===== config.mk =====
export PLATFORM = sky130hd
export DESIGN_NAME = vga_sync_monitor
export DESIGN_NICKNAME = d
export VERILOG_FILES = /design/src/rtl/vga_sync_monitor.sv
export SDC_FILE = /design/constraint.sdc
export NUM_CORES = 1
export LEC_CHECK = 0
export ABC_AREA = 1
export CORE_MARGIN = 1
export CORE_UTILIZATION = 48
export CTS_CLUSTER_SIZE = 12
export DETAILED_ROUTE_END_ITERATION = 12
export PLACE_DENSITY = 0.68
export SYNTH_ARGS = -nofsm -noshare
export SYNTH_HDL_FRONTEND = slang
export SYNTH_SLANG_ARGS = --single-unit

===== constraint.sdc =====
create_clock -name clk_50 -period 2.1 [get_ports clk_50]
set_input_delay 0.315 -clock clk_50 [delete_from_list [all_inputs] [get_ports clk_50]]
set_output_delay 0.315 -clock clk_50 [all_outputs]
set_load 0.05 [all_outputs]

===== src/rtl/vga_sync_monitor.sv =====
// Receive-side VGA timing monitor: measures hsync/vsync cadence, locks onto a
// conforming 800x525-style source and recovers pixel coordinates once locked.
module vga_sync_monitor #(
    parameter int H_SYNC      = 96,
    parameter int H_BACK      = 48,
    parameter int H_ACTIVE    = 640,
    parameter int H_FRONT     = 16,
    parameter int V_SYNC      = 2,
    parameter int V_BACK      = 33,
    parameter int V_ACTIVE    = 480,
    parameter int V_FRONT     = 10,
    parameter int LOCK_FRAMES = 2
) (
    input  logic        clk_50,
    input  logic        rst,
    input  logic        pix_en,
    input  logic        hs_in,
    input  logic        vs_in,
    output logic        locked,
    output logic [9:0]  pixel_x,
    output logic [9:0]  pixel_y,
    output logic        in_display_area,
    output logic [10:0] line_len,
    output logic [9:0]  frame_lines,
    output logic [7:0]  err_cnt
);

    localparam int H_TOTAL  = H_SYNC + H_BACK + H_ACTIVE + H_FRONT;
    localparam int V_TOTAL  = V_SYNC + V_BACK + V_ACTIVE + V_FRONT;
    localparam int H_VIS_LO = H_SYNC + H_BACK;
    localparam int H_VIS_HI = H_VIS_LO + H_ACTIVE - 1;
    localparam int V_VIS_LO = V_SYNC + V_BACK;
    localparam int V_VIS_HI = V_VIS_LO + V_ACTIVE - 1;

    localparam logic [1:0] ST_SEARCH = 2'd0;
    localparam logic [1:0] ST_VERIFY = 2'd1;
    localparam logic [1:0] ST_LOCKED = 2'd2;

    function automatic logic [10:0] sat_inc11(input logic [10:0] v);
        return (v == 11'h7FF) ? v : v + 11'd1;
    endfunction

    function automatic logic [9:0] sat_inc10(input logic [9:0] v);
        return (v == 10'h3FF) ? v : v + 10'd1;
    endfunction

    function automatic logic [7:0] sat_inc8(input logic [7:0] v);
        return (v == 8'hFF) ? v : v + 8'd1;
    endfunction

    logic        hs_s_q, hs_s_d, hs_d_q, hs_d_d;
    logic        vs_s_q, vs_s_d, vs_d_q, vs_d_d;
    logic [10:0] h_cnt_q, h_cnt_d;
    logic [9:0]  v_cnt_q, v_cnt_d;
    logic        pend_q, pend_d;
    logic        line_bad_q, line_bad_d;
    logic [7:0]  good_q, good_d;
    logic [1:0]  state_q, state_d;
    logic [10:0] line_len_q, line_len_d;
    logic [9:0]  frame_lines_q, frame_lines_d;
    logic [7:0]  err_cnt_q, err_cnt_d;

    logic        hfall, vfall, frame_start;
    logic        line_ok, frame_ok, overrun, lock_err;
    logic [10:0] v_cnt_p1;
    logic [10:0] x_off;
    logic [9:0]  y_off;

    assign hfall       = hs_d_q & ~hs_s_q;
    assign vfall       = vs_d_q & ~vs_s_q;
    // A pending vsync, or one falling on this very tick, makes this hfall the frame start.
    assign frame_start = hfall & (pend_q | vfall);
    assign line_ok     = (h_cnt_q == 11'(H_TOTAL));
    assign v_cnt_p1    = {1'b0, v_cnt_q} + 11'd1;
    assign frame_ok    = (v_cnt_p1 == 11'(V_TOTAL)) & ~line_bad_q & line_ok;
    assign overrun     = (h_cnt_q > 11'(H_TOTAL));
    assign lock_err    = (hfall & ~line_ok) | (frame_start & ~frame_ok) | overrun;

    always_comb begin
        hs_s_d        = hs_s_q;
        hs_d_d        = hs_d_q;
        vs_s_d        = vs_s_q;
        vs_d_d        = vs_d_q;
        h_cnt_d       = h_cnt_q;
        v_cnt_d       = v_cnt_q;
        pend_d        = pend_q;
        line_bad_d    = line_bad_q;
        good_d        = good_q;
        state_d       = state_q;
        line_len_d    = line_len_q;
        frame_lines_d = frame_lines_q;
        err_cnt_d     = err_cnt_q;

        if (pix_en) begin
            hs_s_d = hs_in;
            hs_d_d = hs_s_q;
            vs_s_d = vs_in;
            vs_d_d = vs_s_q;

            if (hfall) begin
                line_len_d = h_cnt_q;
                h_cnt_d    = 11'd1;
            end else begin
                h_cnt_d = sat_inc11(h_cnt_q);
            end

            if (frame_start) begin
                frame_lines_d = v_cnt_p1[9:0];
                v_cnt_d       = '0;
                pend_d        = 1'b0;
                line_bad_d    = 1'b0;
            end else begin
                if (vfall)
                    pend_d = 1'b1;
                if (hfall) begin
                    v_cnt_d = sat_inc10(v_cnt_q);
                    if (!line_ok)
                        line_bad_d = 1'b1;
                end
            end

            case (state_q)
                ST_SEARCH: begin
                    if (frame_start) begin
                        state_d = ST_VERIFY;
                        good_d  = '0;
                    end
                end
                ST_VERIFY: begin
                    if (frame_start) begin
                        if (!frame_ok) begin
                            good_d = '0;
                        end else if (good_q + 8'd1 == 8'(LOCK_FRAMES)) begin
                            state_d = ST_LOCKED;
                            good_d  = '0;
                        end else begin
                            good_d = good_q + 8'd1;
                        end
                    end
                end
                ST_LOCKED: begin
                    // Several simultaneous faults still count as one loss-of-lock event.
                    if (lock_err) begin
                        state_d   = ST_SEARCH;
                        err_cnt_d = sat_inc8(err_cnt_q);
                    end
                end
                default: state_d = ST_SEARCH;
            endcase
        end
    end

    always_ff @(posedge clk_50) begin
        if (rst) begin
            hs_s_q        <= 1'b1;
            hs_d_q        <= 1'b1;
            vs_s_q        <= 1'b1;
            vs_d_q        <= 1'b1;
            h_cnt_q       <= '0;
            v_cnt_q       <= '0;
            pend_q        <= 1'b0;
            line_bad_q    <= 1'b0;
            good_q        <= '0;
            state_q       <= ST_SEARCH;
            line_len_q    <= '0;
            frame_lines_q <= '0;
            err_cnt_q     <= '0;
        end else begin
            hs_s_q        <= hs_s_d;
            hs_d_q        <= hs_d_d;
            vs_s_q        <= vs_s_d;
            vs_d_q        <= vs_d_d;
            h_cnt_q       <= h_cnt_d;
            v_cnt_q       <= v_cnt_d;
            pend_q        <= pend_d;
            line_bad_q    <= line_bad_d;
            good_q        <= good_d;
            state_q       <= state_d;
            line_len_q    <= line_len_d;
            frame_lines_q <= frame_lines_d;
            err_cnt_q     <= err_cnt_d;
        end
    end

    assign x_off = h_cnt_q - 11'(H_VIS_LO);
    assign y_off = v_cnt_q - 10'(V_VIS_LO);

    assign locked          = (state_q == ST_LOCKED);
    assign pixel_x         = locked ? x_off[9:0] : 10'd0;
    assign pixel_y         = locked ? y_off : 10'd0;
    assign in_display_area = locked
                           & (h_cnt_q >= 11'(H_VIS_LO)) & (h_cnt_q <= 11'(H_VIS_HI))
                           & (v_cnt_q >= 10'(V_VIS_LO)) & (v_cnt_q <= 10'(V_VIS_HI));
    assign line_len        = line_len_q;
    assign frame_lines     = frame_lines_q;
    assign err_cnt         = err_cnt_q;

endmodule


* Yosys cells after proc, flatten, opt, wreduce, memory -nomap -nowiden
Index checks and enable logic that the tools add are counted.
** Cells by class
- Add/sub/neg operators :: 7
- Magnitude comparators :: 5
- Equality and inequality tests :: 16
- Multiplexer cells :: 23
- Bitwise logic cells :: 20
- Reduce and logical (&&, ||, !) cells :: 13
** Operator list (number)
- two-way mux 10 bit :: 5
- two-way mux 8 bit :: 4
- == test 11 x 10 -> 1 bit (second input constant) :: 2
- two-way mux 11 bit :: 2
- adder 8 x 1 -> 8 bit (second input constant) :: 2
- one-hot mux 8 bit (2 select lines) :: 1
- != test 2 bit (second input constant) :: 7
- adder 10 x 1 -> 11 bit (second input constant) :: 1
- adder 11 x 1 -> 11 bit (second input constant) :: 1
- bitwise AND 1 bit :: 11
- == test 11 bit (second input constant) :: 1
- greater-or-equal comparator 11 x 8 -> 1 bit (second input constant) :: 1
- greater-than comparator 11 x 10 -> 1 bit (second input constant) :: 1
- less-or-equal comparator 11 x 10 -> 1 bit (second input constant) :: 1
- adder 10 x 1 -> 10 bit (second input constant) :: 1
- == test 10 bit (second input constant) :: 1
- greater-or-equal comparator 10 x 6 -> 1 bit (second input constant) :: 1
- less-or-equal comparator 10 bit (second input constant) :: 1
- two-way mux 2 bit :: 5
- subtractor 10 x 6 -> 10 bit (second input constant) :: 1
- subtractor 10 x 8 -> 10 bit (second input constant) :: 1
- == test 8 x 2 -> 1 bit (second input constant) :: 1
- == test 8 bit (second input constant) :: 1
- AND reduction 2 bit :: 4
- other kinds (12) :: 27
** Word-level totals
- Bits in registers :: 66
- Bits of input ports :: 5
- Output and inout bits :: 51

* Logic depth before layout (Yosys ltp)
Gate-level depths: netlist of run 1.
- Word-level depth :: 10
- Mapped depth :: 17
- Gate-level depth less buffers :: 16

* Least setup slack after synthesis of run 1
OpenSTA, ideal clock, no wires.
- Path type :: register to output
- Start point :: register state_q[1]
- End point :: output in_display_area
- Data arrival time :: 3101 ps
- Data required time :: 1785 ps
- Setup slack :: -1316 ps
- Stages on the path, launching flop included :: 6
- Path buffers :: 1
- Cells stage by stage :: dfxtp_1 inv_1 nor2_1 inv_1 clkbuf_1 nor4_1
** Between the ends
- Cells in the longest elaborated chain, start to end :: 5
** Ends and longest elaborated chain
- start: declaration :: line 58 : logic [1:0] state_q, state_d;
- start signal: assignment :: line 178 : state_q <= state_d;
- == test 2 bit :: line 188 : assign locked = (state_q == ST_LOCKED);
- net locked :: line 19 : output logic locked,
- bitwise AND 1 bit (2 in series) :: line 192 : & (h_cnt_q >= 11'(H_VIS_LO)) & (h_cnt_q <= 11'(H_VIS_HI))
- bitwise AND 1 bit (2 in series) :: line 193 : & (v_cnt_q >= 10'(V_VIS_LO)) & (v_cnt_q <= 10'(V_VIS_HI));
- end: declaration :: line 22 : output logic in_display_area,
The timed path passes the listed nets, and every way through them passes these cells.

* Worst setup path after layout of run 1
- Start point :: register v_cnt_q[1]
- End point :: output pixel_y[9]
** Between the ends
- Cells in the longest elaborated chain, start to end :: 2
** Ends and longest elaborated chain
- start: declaration :: line 54 : logic [9:0] v_cnt_q, v_cnt_d;
- start signal: assignment :: line 174 : v_cnt_q <= v_cnt_d;
- subtractor 10 x 6 -> 10 bit :: line 186 : assign y_off = v_cnt_q - 10'(V_VIS_LO);
- two-way mux 10 bit :: line 190 : assign pixel_y = locked ? y_off : 10'd0;
- end: declaration :: line 21 : output logic [9:0] pixel_y,
No other way between the ends.

==> results of run 1 <==
==> cell type report <==
cell class / count / area share, %
inverter: 66 / 4.87
timing repair buffer: 83 / 18.6
clock inverter: 2 / 0.239
clock buffer: 12 / 3.15
tap: 99 / 2.36
multi-input combinational: 403 / 44.8
sequential: 66 / 26.0
==> power by group through the flow <==
stage / clock, mW / combinational, mW / sequential, mW
final: 1.00 / 0.370 / 1.33
after detailed placement: 0 / 0.331 / 1.35
after global placement: 0 / 0.329 / 1.35
after global routing: 1.06 / 0.402 / 1.34
after CTS: 1.00 / 0.339 / 1.33
after floorplan: 0 / 0.182 / 1.40
==> through the flow <==
stage | TNS (ps) | setup slack, ps
6_report | 0 | 47.8
5_1_grt | -125 | -50.9
4_1_cts | 0 | 2.16
3_5_place_dp | 0 | 15.0
3_3_place_gp | 0 | 101
2_1_floorplan | -434 | -96.3
==> worst min-delay path, delay by kind of cell (launching register included) <==
kind / cells / cell delay, ps
AOI/OAI and AO/OA: 1 / 50
buffers and inverters: 1 / 50
DFF: 1 / 320
==> per-layer routing <==
layer	vias up	wire, microns
met4	0	123
met3	13	508
li1	1985	-
met2	107	5010
met5	-	0
met1	1812	4740
==> worst max path at each step <==
stage                           from              end  slack, ps  cells past startpoint
after floorplan           state_q[1]       pixel_y[5]       -100                      5
after global placement    v_cnt_q[1]       err_cnt[5]        100                     15
after detailed placement  v_cnt_q[1]       err_cnt[5]         10                     15
after CTS                 v_cnt_q[6]  in_display_area          2                      8
after global routing      h_cnt_q[4]       h_cnt_q[8]        -50                     13
final                     v_cnt_q[1]       pixel_y[9]         50                      7
==> state kept, by name, summed over array words and instances (netlist names) <==
name and flops:
h_cnt_q 11, line_len 11, vs_d_q 1, hs_s_q 1, hs_d_q 1, pend_q 1
vs_s_q 1, state_q 2, v_cnt_q 10, line_bad_q 1, good_q 8, frame_lines 10
err_cnt 8
==> cells by family (layout without fill, tap and decap cells) <==
logic type               after synthesis  in the layout  share of synthesized area (%)
AND/OR/NAND/NOR                      264            264                           31.7
AO/OA/AOI/OAI                        122            122                           18.2
buffers and inverters                 86            163                           9.14
flip-flops                            66             66                           35.6
adder cells (fa/ha/maj)               13             13                           4.38
XOR/XNOR                               4              4                          0.945
==> placed cells by master, fill, tap and decap left out, drive strengths merged <==
cell           count
o21ai             36
or2                1
a311oi             1
nand4             11
clkinv             1
clkbuf            13
and3               1
nor4               3
buf               49
nor2              67
xor2               2
inv               66
o2111ai            2
a31oi              7
dfxtp             66
a211oi            10
nand2            123
clkinvlp           1
nand3             38
a41oi              1
nand3b             2
clkdlybuf4s50     33
xnor2              2
a21oi             62
nor3              17
and2               1
ha                13
o211ai             3
==> repair_timing <==
action | 4_1_cts | 5_1_grt
resized for setup | 20 | 57
pin swaps | 2 | 5
gates cloned | 0 | 0
hold buffers | 0 | 0
endpoints found under the setup margin | 8 | 36
buffers inserted | 0 | 6
==> run_results.csv, run 1 <==
group,metric,value,unit
yosys,netlist_area,3710,sq um
power_and_ir_drop,pwr-share-comb,13.7,%
timing,period_minus_slack,2050,ps
yosys,ys_ff_latch,66,
power_and_ir_drop,power_density,516,nW/um^2
detailed_routing,ant_nets,0,
worst_setup_path,cpMostUsedCell,"inv_1",
place,place.detailed.hpwl,7.24,mm
yosys,synth_nets,573,
grt,grt_usage,25.7,%
timing,finClkSkew,10.5,ps
worst_setup_path,worstPathArrival,1740,ps
yosys,synth_flop_cell,"dfxtp_1",
worst_setup_path,worstPathMaxFanout,5,
cts,cts_buffers,9,
grt,grt.busiest_layer,"met2",
detailed_routing,routed_wl,10.4,mm
worst_setup_path,r2r_setup_slack,150,ps
grt,met3_usage,6.26,%
power_and_ir_drop,p_sw_share,28.7,%
worst_setup_path,start_kind,"flop",
worst_setup_path,crit_buf_inv,3,
worst_setup_path,r2r_start,"h_cnt_q[4]",
grt,grt_first_pass_wirelength,17.0,mm
grt,use_met1,33.6,%
finish,stdcell_area,5240,sq um
yosys,ys_seq_area_share,35.6,%
grt,grt-ovfl-total,0,
place,place_inst,711,
timing,worst_pin_slew,517,ps
timing,final-max-slew-violation-count,0,
die,die_width,89.9,microns
yosys,ys_types,35,
power_and_ir_drop,p_int,1.93,mW
die,initial_core_util,50.3,%
timing,hold_slack,459,ps
grt,grt_max_degree,28,
power_and_ir_drop,p_clk_share,37.0,%
worst_setup_path,crit_required,1780,ps
yosys,syn_inst,555,
detailed_routing,vias,3917,
detailed_routing,wl_per_cell,14.2,microns
grt,grt.met2_usage,43.2,%
timing,hold_viol_final,0,
die,dieHeight,89.9,microns
worst_setup_path,path_class,"flop to output pin",
yosys,yosysWarnings,0,
min_path,hold_path_class,"flop to flop",
cts,clock_latency,350,ps
cts,clock_sinks,66,
yosys,synth_area_leaders,"dfxtp_1 36%, nand2_1 12%, a21oi_1 8.1%",
yosys,ys_top_cells_by_count,"118 x nand2_1, 66 x dfxtp_1, 63 x nor2_1",
finish,regArea,1360,sq um
grt,grt_pass1_vias,3671,
cts,clk_pin_slew,70,ps
finish,layout-drive-gt1-share,25.3,%
power_and_ir_drop,p_leak,2.06,nW
grt,antenna_found_initial,0,
die,core_region_area,7370,sq um
finish,areaGrowthSynthToFinish,41.2,%
worst_setup_path,timing.rr.end,"h_cnt_q[9]",
yosys,synth.most_common_cell,"nand2_1",
detailed_routing,drt_iter0_drc,165,
timing,setup_viol,0,
timing,period_share,97.7,%
finish,multi_input_area,2350,sq um
detailed_routing,drc,0,
worst_setup_path,reg2regPathDepth,13,
min_path,whs_endpoint,"pend_q",
yosys,avgSynthCellArea,6.68,sq um
finish,fill_cells,621,
finish,instances_no_fill,731,
status,status,"completed",
place,port_buffers,55,
run,cap_viol_max_count,0,
yosys,yosys.area.top_type_share,35.6,%
power_and_ir_drop,power_frac_seq,49.3,%
worst_setup_path,end_kind,"output pin",
die,die_area,8080,sq um
min_path,hold-path-cell-count,2,
worst_setup_path,cp_top_family,"simple AND/OR/NAND/NOR gates",
cts,cts_tree,"built",
finish,antenna_cells,0,
die,num_rows,31,
worst_setup_path,crit_path_top_delay_cell,"dfxtp_4",
die,pin_count,56,
cts,root_buffer,"clkbuf_8",
timing,rsz0062_at_grt,"true",
power_and_ir_drop,vdd_drop_max,0.000391,V
yosys,synth-edff-count,0,
cts,clock_path_buffers,2,
place,placed_area,4810,sq um
yosys,synth_top_area_cell,"dfxtp_1",
power_and_ir_drop,netSwitchingPower,775,uW
worst_setup_path,cp_cell_sequence,"nand2_2 > inv_1 > o21ai_2 > inv_1 > nor4_1 > nor3_2 > buf_12",
timing,fmax,487,MHz
yosys,ys_async_sr_fraction,0,%
worst_setup_path,critPathMaxStageDelay,380,ps
finish,final_nets,647,
min_path,worstHoldStart,"pend_q",
finish,fin_util,71.1,%
timing,relSlewSlack,65.4,%
power_and_ir_drop,total_power,2.70,mW
detailed_routing,vias_per_cell,5.36,
place,place.gp.congestion,0.906,
cts,htreeDepth,3,
detailed_routing,first_pass_iters,4,
Note: power is estimated with default switching activity, not from simulation.
==> run 2: changes to the inputs <==
SKIP_LAST_GASP = 1   (was unset)
==> run 2 against run 1 <==
  * Combinational power down 1%
  * Flip-flop and latch count unchanged
  * Non-clock buffer count shrank 1
  * Design area down 0.43%
  * Hold slack got worse by 5.1 ps
  * Global-route usage down 0.090 points
  * Largest cell class unchanged
==> run_results.csv, run 2 (same netlist as run 1, synthesis figures left out) <==
group,metric,value,unit
status,status,"completed",
timing,finalSetupTns,0,ps
grt,grt_max_degree,28,
worst_setup_path,cpMostUsedCell,"nand3_2",
cts,clock_sinks,66,
finish,layout_common_cells,"111 x nand2_1, 56 x a21oi_1, 54 x inv_1, 50 x dfxtp_1, 45 x nor2_1",
worst_setup_path,worstPathMaxFanout,4,
worst_setup_path,reg2regPathDepth,12,
run,cap_viol_max_count,0,
cts,cts_buffers,9,
grt,grt_usage,25.6,%
die,die_area,8080,sq um
finish,stdcell_area,5220,sq um
worst_setup_path,crit_buf_inv,1,
power_and_ir_drop,total_power,2.70,mW
detailed_routing,ant_nets,0,
timing,final-max-slew-violation-count,0,
cts,htreeDepth,3,
finish,final_common_cell,"nand2_1",
worst_setup_path,critPathMaxStageDelay,380,ps
timing,setup_viol,0,
min_path,worstHoldStart,"pend_q",
die,die_width,89.9,microns
finish,areaGrowthSynthToFinish,40.6,%
power_and_ir_drop,power_density,517,nW/um^2
min_path,hold_path_class,"flop to flop",
cts,clock_latency,350,ps
timing,period_minus_slack,2070,ps
grt,grt_first_pass_wirelength,17.0,mm
timing,worst_pin_slew,517,ps
worst_setup_path,end_kind,"output pin",
timing,period_share,98.5,%
finish,fill_cells,620,
min_path,hold-path-cell-count,2,
worst_setup_path,start_kind,"flop",
cts,root_buffer,"clkbuf_8",
detailed_routing,drt_iter0_drc,184,
timing,rsz0062_at_grt,"true",
detailed_routing,vias,3925,
power_and_ir_drop,vdd_drop_max,0.000396,V
die,num_rows,31,
die,initial_core_util,50.3,%
detailed_routing,drc,0,
cts,cts_tree,"built",
place,port_buffers,55,
cts,cts_hold_buf,0,
detailed_routing,wl_per_cell,14.1,microns
cts,clk_pin_slew,80,ps
min_path,whs_endpoint,"pend_q",
place,place.gp.congestion,0.906,
die,dieHeight,89.9,microns
worst_setup_path,crit_path_top_delay_cell,"dfxtp_4",
worst_setup_path,crit_required,1780,ps
worst_setup_path,worstPathArrival,1750,ps
cts,clock_path_buffers,2,
die,pin_count,56,
grt,grt-ovfl-total,0,
worst_setup_path,cp_cell_sequence,"ha_4 > nand2_4 > nor2_4 > nand4_1 > nand3_2 > nand3_2 > nor4_4 > buf_12",
worst_setup_path,timing.rr.end,"h_cnt_q[6]",
finish,antenna_cells,0,
timing,relSlewSlack,65.4,%
detailed_routing,vias_per_cell,5.38,
grt,antenna_found_initial,0,
worst_setup_path,r2r_setup_slack,110,ps
timing,fmax,484,MHz
die,core_region_area,7370,sq um
grt,grt_pass1_vias,3663,
finish,layout-drive-gt1-share,25.0,%
power_and_ir_drop,p_leak,2.06,nW
worst_setup_path,path_class,"flop to output pin",
worst_setup_path,r2r_start,"h_cnt_q[4]",
finish,fin_util,70.8,%
detailed_routing,routed_wl,10.3,mm
place,place.detailed.hpwl,7.24,mm
detailed_routing,first_pass_iters,5,
timing,hold_viol_final,0,
finish,final_nets,646,
place,placed_area,4810,sq um
timing,finClkSkew,11.4,ps
worst_setup_path,cp_top_family,"simple AND/OR/NAND/NOR gates",
-- run 2: cell count changes in the layout (fill, tap and decap cells not counted), sizes merged --
cell	previous run	this run
buf	49	48
-- run 2: metal layers --
layer | up-vias | wire, microns | global-route usage, %
li1 | 1990 | - | -
met1 | 1820 | 4600 | 33.6
met2 | 104 | 5080 | 42.9
met3 | 11 | 512 | 6.26
met4 | 0 | 109 | 5.11
met5 | - | 0 | 0
-- run 2: how the worst max path moves through the flow --
stage | startpoint | to | slack, ps | cells past startpoint
floorplan | state_q[1] | pixel_y[5] | -100 | 5
global placement | v_cnt_q[1] | err_cnt[5] | 100 | 15
detailed placement | v_cnt_q[1] | err_cnt[5] | 10 | 15
CTS | h_cnt_q[2] | in_display_area | -30 | 6
global route | h_cnt_q[4] | err_cnt[5] | -70 | 16
finish | h_cnt_q[1] | in_display_area | 30 | 8
-- run 2: layout make-up --
cell class              instances  area, sq um  area share, %
multi-input cells             403         2340           44.8
repair buffers                 82          966           18.5
clock inverters                 2         12.5          0.240
inverters                      66          255           4.89
clock buffers                  12          165           3.17
well taps                      99          124           2.37
flip-flops and latches         66         1360           26.0
-- run 2: repair_timing --
action	4_1_cts	5_1_grt
buffers inserted	0	5
gates resized for setup	14	60
setup endpoints to repair	8	37
endpoints found under the hold margin	0	0
pin swaps	1	2
-- run 2: worst register-to-register path, delay by kind of cell (launching register included) --
kind | cells | cell delay (ps)
simple gates | 7 | 700
buf+inv | 3 | 430
flops | 1 | 340
fa+ha+maj | 1 | 240
compound gates | 1 | 170
-- run 2: through the flow --
| stage | instances | hold slack, ps | setup slack (ps) |
|---|---|---|---|
| global placement | 711 | 433 | 101 |
| global route | 730 | 487 | -69.9 |
| finish | 730 | 454 | 32.0 |
| CTS | 725 | 452 | -29.6 |
| floorplan | 555 | 424 | -96.3 |
| detailed placement | 711 | 438 | 15.0 |
-- run 2: power by group --
| group | leakage, nW | switching, mW | internal, mW | total [mW] |
|---|---|---|---|---|
| Sequential | 0.545 | 0.0432 | 1.29 | 1.33 |
| Clock | 0.0903 | 0.490 | 0.511 | 1.00 |
| Combinational | 1.42 | 0.239 | 0.126 | 0.365 |
